===== src/rtl/shift_arbiter.sv =====
// shift_arbiter: two requesters share one 16-bit log shifter. Contention is
// resolved round-robin, and the result is held in a one-entry output register
// until the consumer takes it.
module shift_arbiter #(
  parameter logic RESET_PRI = 1'b0
) (
  input  logic        clk,
  input  logic        rst,
  input  logic        req0_valid,
  output logic        req0_ready,
  input  logic [15:0] req0_in,
  input  logic [3:0]  req0_cnt,
  input  logic [1:0]  req0_op,
  input  logic        req1_valid,
  output logic        req1_ready,
  input  logic [15:0] req1_in,
  input  logic [3:0]  req1_cnt,
  input  logic [1:0]  req1_op,
  output logic        rsp_valid,
  input  logic        rsp_ready,
  output logic [15:0] rsp_data,
  output logic        rsp_id
);

  // Op encoding
  localparam logic [1:0] OP_ROL = 2'b00;
  localparam logic [1:0] OP_SLL = 2'b01;
  localparam logic [1:0] OP_SRA = 2'b10;
  localparam logic [1:0] OP_SRL = 2'b11;

  // One stage of the log shifter. Every call passes a constant amount, so each
  // stage reduces to a fixed-wiring direction/fill mux.
  function automatic logic [15:0] f_stage(
    input logic [15:0] x,
    input logic        en,
    input logic [1:0]  op,
    input logic [4:0]  s
  );
    logic [15:0] y;
    y = x;
    if (en) begin
      case (op)
        OP_ROL:  y = (x << s) | (x >> (5'd16 - s));
        OP_SLL:  y = x << s;
        OP_SRA:  y = $signed(x) >>> s;
        OP_SRL:  y = x >> s;
        default: y = x;
      endcase
    end else begin
      y = x;
    end
    return y;
  endfunction

  // State: output register and priority pointer
  logic        r_rsp_valid;
  logic [15:0] r_rsp_data;
  logic        r_rsp_id;
  logic        r_pri;

  // Combinational signals
  logic        w_slot_free;
  logic        w_grant0;
  logic        w_grant1;
  logic        w_accept;
  logic [15:0] w_sel_in;
  logic [3:0]  w_sel_cnt;
  logic [1:0]  w_sel_op;
  logic [15:0] w_st8;
  logic [15:0] w_st4;
  logic [15:0] w_st2;
  logic [15:0] w_st1;
  logic        w_nxt_valid;
  logic [15:0] w_nxt_data;
  logic        w_nxt_id;
  logic        w_nxt_pri;

  // Grant: lone requester wins, contention goes to pri, nothing while the slot is busy or in reset
  always_comb begin
    w_slot_free = ~r_rsp_valid | rsp_ready;
    w_grant0    = 1'b0;
    w_grant1    = 1'b0;
    if (rst) begin
      w_grant0 = 1'b0;
      w_grant1 = 1'b0;
    end else if (w_slot_free) begin
      if (req0_valid && req1_valid) begin
        w_grant0 = ~r_pri;
        w_grant1 = r_pri;
      end else begin
        w_grant0 = req0_valid;
        w_grant1 = req1_valid;
      end
    end else begin
      w_grant0 = 1'b0;
      w_grant1 = 1'b0;
    end
  end

  assign w_accept   = w_grant0 | w_grant1;
  assign req0_ready = w_grant0;
  assign req1_ready = w_grant1;

  // Operand mux feeding the single shared shifter
  always_comb begin
    w_sel_in  = req0_in;
    w_sel_cnt = req0_cnt;
    w_sel_op  = req0_op;
    if (w_grant1) begin
      w_sel_in  = req1_in;
      w_sel_cnt = req1_cnt;
      w_sel_op  = req1_op;
    end else begin
      w_sel_in  = req0_in;
      w_sel_cnt = req0_cnt;
      w_sel_op  = req0_op;
    end
  end

  // Log shifter stages 8/4/2/1; SRA stays correct across stages because bit 15 is never replaced
  assign w_st8 = f_stage(w_sel_in, w_sel_cnt[3], w_sel_op, 5'd8);
  assign w_st4 = f_stage(w_st8,    w_sel_cnt[2], w_sel_op, 5'd4);
  assign w_st2 = f_stage(w_st4,    w_sel_cnt[1], w_sel_op, 5'd2);
  assign w_st1 = f_stage(w_st2,    w_sel_cnt[0], w_sel_op, 5'd1);

  // Next-state for output register and pointer: accept loads/overwrites, drain clears valid, otherwise hold
  always_comb begin
    w_nxt_valid = r_rsp_valid;
    w_nxt_data  = r_rsp_data;
    w_nxt_id    = r_rsp_id;
    w_nxt_pri   = r_pri;
    if (w_accept) begin
      w_nxt_valid = 1'b1;
      w_nxt_data  = w_st1;
      w_nxt_id    = w_grant1;
      w_nxt_pri   = w_grant0;  // priority moves to the requester not served
    end else if (r_rsp_valid && rsp_ready) begin
      w_nxt_valid = 1'b0;
    end else begin
      w_nxt_valid = r_rsp_valid;
    end
  end

  // State registers with synchronous reset; a pending result is discarded
  always_ff @(posedge clk) begin
    if (rst) begin
      r_rsp_valid <= 1'b0;
      r_rsp_data  <= 16'h0000;
      r_rsp_id    <= 1'b0;
      r_pri       <= RESET_PRI;
    end else begin
      r_rsp_valid <= w_nxt_valid;
      r_rsp_data  <= w_nxt_data;
      r_rsp_id    <= w_nxt_id;
      r_pri       <= w_nxt_pri;
    end
  end

  assign rsp_valid = r_rsp_valid;
  assign rsp_data  = r_rsp_data;
  assign rsp_id    = r_rsp_id;

endmodule


===== config.mk =====
export PLATFORM = sky130hd
export DESIGN_NAME = shift_arbiter
export DESIGN_NICKNAME = d
export VERILOG_FILES = /design/src/rtl/shift_arbiter.sv
export SDC_FILE = /design/constraint.sdc
export NUM_CORES = 1
export LEC_CHECK = 0
export ABC_AREA = 0
export CELL_PAD_IN_SITES_DETAIL_PLACEMENT = 2
export CELL_PAD_IN_SITES_GLOBAL_PLACEMENT = 2
export CORE_ASPECT_RATIO = 1.1
export CORE_MARGIN = 2
export CORE_UTILIZATION = 28
export CTS_CLUSTER_DIAMETER = 120
export DETAILED_ROUTE_END_ITERATION = 10
export GPL_TIMING_DRIVEN = 0
export PLACE_DENSITY = 0.8
export RECOVER_POWER = 100
export SYNTH_ARGS = -nofsm -noshare
export SYNTH_HDL_FRONTEND = slang
export SYNTH_SLANG_ARGS = --single-unit

===== constraint.sdc =====
create_clock -name clk -period 3.05 [get_ports clk]
set_input_delay 0.7625 -clock clk [delete_from_list [all_inputs] [get_ports clk]]
set_output_delay 0.7625 -clock clk [all_outputs]
set_load 0.01 [all_outputs]

Word level (Yosys, flattened, before mapping)
Index checks and enable logic that the tools add are counted.

Bits in registers: 19. Bits of input ports: 49.

Eq/ne operators: 3. Muxes and demuxes: 19. Bitwise logic cells: 8. Reduce and logical (&&, ||, !) cells: 4.

Operators by type and width (count): one-hot mux 16 bit (4 select lines) (4); two-way mux 16 bit (5); bitwise OR 16 x 1 -> 16 bit (1); bitwise OR 16 x 2 -> 16 bit (1); bitwise OR 16 x 4 -> 16 bit (1); bitwise OR 16 x 8 -> 16 bit (1); two-way mux 1 bit (8); == test 2 bit, second input constant (2); two-way mux 4 bit (1); == test 2 x 1 -> 1 bit, second input constant (1); logical AND 1 bit (2); zero test 2 bit (1); two-way mux 2 bit (1); NOT 1 bit (2); bitwise OR 1 bit (2); nonzero test 2 bit (1).

Depth between registers and ports, before layout
Depth in word-level cells: 17. Gate-level depth with buffers: 12. Depth with buffers taken out: 9.

Worst setup path before layout
No wires, ideal clock.

Kind: input port to flip-flop. Start: input rsp_ready. End: register r_rsp_data[7], in the netlist rsp_data[7]. Setup time: 0.127 ns. Data arrival time: 2.591 ns. Setup slack: 0.332 ns. Stages: 11. Path buffers: 2. Path through: nand2b_1 nand4_4 inv_2 buf_6 mux2i_2 buf_2 o21ai_0 a21oi_1 a21oi_1 a222oi_1 nand2_1.

Cells in the longest elaborated chain, start to end: 16.

Ends and longest elaborated chain: from (decl) (line 20) `input logic rsp_ready,`; bitwise OR 1 bit * (line 80) `w_slot_free = ~r_rsp_valid | rsp_ready;`; two-way mux 1 bit (line 86) `end else if (w_slot_free) begin`; two-way mux 1 bit (line 83) `if (rst) begin`; two-way mux 2 bit or two-way mux 16 bit (tied branches) (line 109) `if (w_grant1) begin`; == test 2 bit, or another cell as far along (line 42) `case (op)`; one-hot mux 16 bit (4 select lines) (line 42); two-way mux 16 bit (line 41) `if (en) begin`; bitwise OR 16 x 4 -> 16 bit (line 43) `OP_ROL: y = (x << s) | (x >> (5'd16 - s));`; one-hot mux 16 bit (4 select lines) (line 42); two-way mux 16 bit (line 41); bitwise OR 16 x 2 -> 16 bit (line 43); one-hot mux 16 bit (4 select lines) (line 42); two-way mux 16 bit (line 41); bitwise OR 16 x 1 -> 16 bit (line 43); one-hot mux 16 bit (4 select lines) (line 42); two-way mux 16 bit (line 41); to (signal assigned) (line 153) `r_rsp_data <= w_nxt_data;`; to (decl) (line 57) `logic [15:0] r_rsp_data;`.

Mark *: on every way between the ends. The rest lies on a longest branch, timed or not. A chain may end at the register's enable or synchronous reset.

Final worst setup path
Start: input req0_cnt[2]. End: register r_rsp_data[0], in the netlist rsp_data[0].

Cells in the longest elaborated chain, start to end: 8.

Ends and longest elaborated chain: from (decl) (line 12) `input logic [3:0] req0_cnt,`; two-way mux 4 bit * (line 109); two-way mux 16 bit * (line 41); bitwise OR 16 x 2 -> 16 bit (line 43); one-hot mux 16 bit (4 select lines) (line 42); two-way mux 16 bit * (line 41); bitwise OR 16 x 1 -> 16 bit (line 43); one-hot mux 16 bit (4 select lines) (line 42); two-way mux 16 bit * (line 41).

Marks and branches as above.

==> out/qor.yml <==
outcome:
  status: "complete, no violations"
worst_setup_path:
  r2r_start: "r_pri"
  reg2reg_to: "rsp_data[0]"
  cp-endpoint: "rsp_data[0]"
  crit_start: "req0_cnt[2]"
  critPathKind: "input pin to flop"
  crit_arrival_ps: 3210
  ff2ff_path_depth: 11
  critPathMaxFanout: 7
  cp.required_ps: 3220
  setup.worst_path.start_class: "input pin"
  cp-end-kind: "flop"
  rrSetupSlack_ps: 390
synth:
  synth_top_family_by_area: "compound AO/OA/AOI/OAI gates"
  synth_area_leader_cell: "dfxtp_1"
  synth-edff-count: 0
  yosysMostFrequentCell: "nor2_1"
  synth_compound_area_share_pct: 40.7
  netlist_area_um2: 3270
  seq_area_frac_synth_pct: 11.6
  synth_fa_ha_area_share_pct: 0
  synth_common_cells: "nor2_1, nand2_1, a21oi_1"
  synth-seq-cells: 19
  syn-num-nets: 550
  netlist.area_leader.share_pct: 11.6
  ys_warn_count: 0
  async_reset_ff_share_pct: 0
  postSynthCellCount: 501
  synth-simple-area-share_pct: 30.1
  synth.mux.area_fraction_pct: 9.41
  ys_types: 63
  synth-xor-area-share_pct: 0
  syn_area_per_cell_um2: 6.53
  synth_area_leaders: "dfxtp_1, a21oi_1, a31oi_1"
  synth_ff_type: "dfxtp_1"
clock_tree:
  htree_levels: 1
  cts_tree: "yes"
  cts_buffers: 3
  cts_root_buffer: "clkbuf_16"
  clk_pin_slew_ps: 60
  clock_latency_ps: 260
  clock_sinks: 19
  cts_buffer_depth: 2
final_layout:
  layout-drive-gt1-share_pct: 27.2
  finalCoreUtilization_pct: 43.8
  syn_to_final_growth_pct: 53.3
  final_nets: 652
  diodes: 0
  fillers: 1291
placed_design:
  dp_hpwl_um: 14300
  gp_congestion: 0.950
  port_buffers: 65
  dp_slack_ps: -1090
pwr:
  irDropWorstVdd_uv: 175
  power_leakage_uw: 0.00197
  fin_total_pwr_uw: 1640
  power_per_cell_area_nw_per_um2: 327
sta:
  skew_ps: 4.21
  finalSetupViolCount: 0
  period_needed_ps: 3030
  worst_slew_pin_slew_ps: 965
  post-route-period-util_pct: 99.4
  hold_violations: 0
  final.setup.tns_ps: 0
  slew_headroom_pct: 35.0
  finalWorstSetupSlack_ps: 19.5
  timing.fmax_mhz: 330
  slew_violations: 0
global_routing:
  antenna_found_initial: 0
  gr-usage-met1_pct: 35.9
  met2_usage_pct: 51.8
  grt_use_met3_pct: 5.28
  globalRoute.totalOverflow: 0
  grt_usage_pct: 30.4
  busiest_layer: "met2"
  grt_pass1_wl_um: 29900
  grt_max_degree: 12
  first_global_vias: 5199
floorplan:
  coreArea_um2: 11400
  start_util_pct: 28.6
  die_w_um: 107
  rows: 41
  dieArea_um2: 12600
  ios: 69
  die_h_um: 117
flow_run:
  maxCapViolCount: 0
min_path:
  hp-class: "flop to flop"
detailed_routing:
  wirelength_um: 21000
  dr.pass1.iters: 7
  drt_iter0_markers: 519
  drc: 0
  vias_per_cell: 6.56
  antenna_left: 0
  wl_per_cell_um: 27.9
  dr_total_vias: 4931
[routing by layer]
layer,share of wire (%),vias up
li1,-,2093
met1,39,2443
met2,48,300
met3,6.6,95
met4,6.2,0
met5,0,-
[cells in the final DEF (no fill, tap or decap), drive strengths merged, types with 6 or more instances in the layout]
cell type / synthesis / routed
mux2i: 18 / 18
a22oi: 6 / 6
nand2: 49 / 49
dlygate4sd3: 0 / 17
buf: 25 / 58
a31oi: 34 / 34
nand3: 12 / 12
mux2: 11 / 11
clkdlybuf4s50: 0 / 37
inv: 15 / 15
a21oi: 43 / 43
nor2b: 21 / 21
nor3: 17 / 17
clkbuf: 20 / 24
nand2b: 24 / 24
a32oi: 7 / 7
dfxtp: 19 / 19
a211oi: 9 / 9
o21ai: 34 / 34
nor2: 54 / 54
[kinds of logic after synthesis]
| logic type | Yosys count |
|---|---|
| AO/OA/AOI/OAI | 193 |
| flip-flops | 19 |
| multiplexers | 29 |
| buffers and inverters | 60 |
| AND/OR/NAND/NOR | 200 |
[sequential cells by signal (all words and copies together), names as in the netlist]
signal and flops:
rsp_id 1, rsp_data 16, r_pri 1, rsp_valid 1
[metrics by stage]
stage	hold slack, ps	std cells	cell area (um^2)
after floorplan	497	501	3270
after global placement	459	716	4110
after detailed placement	464	716	4110
after CTS	477	740	4750
after global routing	518	752	5010
final	468	752	5010
[how the worst min path moves through the flow]
stage	startpoint	end	slack, ps	cells after the start
detailed placement	rsp_data[14]	rsp_data[14]	460	1
global route	rsp_id	rsp_id	520	1
global placement	rsp_data[14]	rsp_data[14]	460	1
floorplan	r_pri	r_pri	500	1
CTS	rsp_data[14]	rsp_data[14]	480	1
finish	rsp_data[14]	rsp_data[14]	470	1
[power by group]
part / internal [uW] / switching (uW)
Clock: 176 / 110
Combinational: 421 / 633
Sequential: 283 / 17.3
[timing repair]
| item | 4_1_cts | 5_1_grt |
|---|---|---|
| setup endpoints to repair | 18 | 18 |
| buffers inserted | 21 | 12 |
| gates resized for setup | 99 | 62 |
| hold buffers | 0 | 0 |
| pin swaps | 12 | 14 |
| gates cloned | 0 | 1 |
[critical path, stage by stage]
cell             delay (ps)
clkdlybuf4s15_1         390
inv_2                   230
a41oi_4                  80
buf_4                   210
o2bb2ai_4               200
a221oi_4                440
a21oi_4                 120
a2111oi_4               440
nor3_2                   80
a311oi_1                230
[final cells by class]
cell class	instances	area, um^2	area share [%]
multi-input combinational	422	3060	61.1
timing repair buffer	99	915	18.2
sequential	19	380	7.59
buffer	43	330	6.59
tap	150	188	3.74
clock buffer	3	75.1	1.50
inverter	15	58.8	1.17
clock inverter	1	5.00	0.0998
No activity file was read; power rests on OpenSTA's default activity.
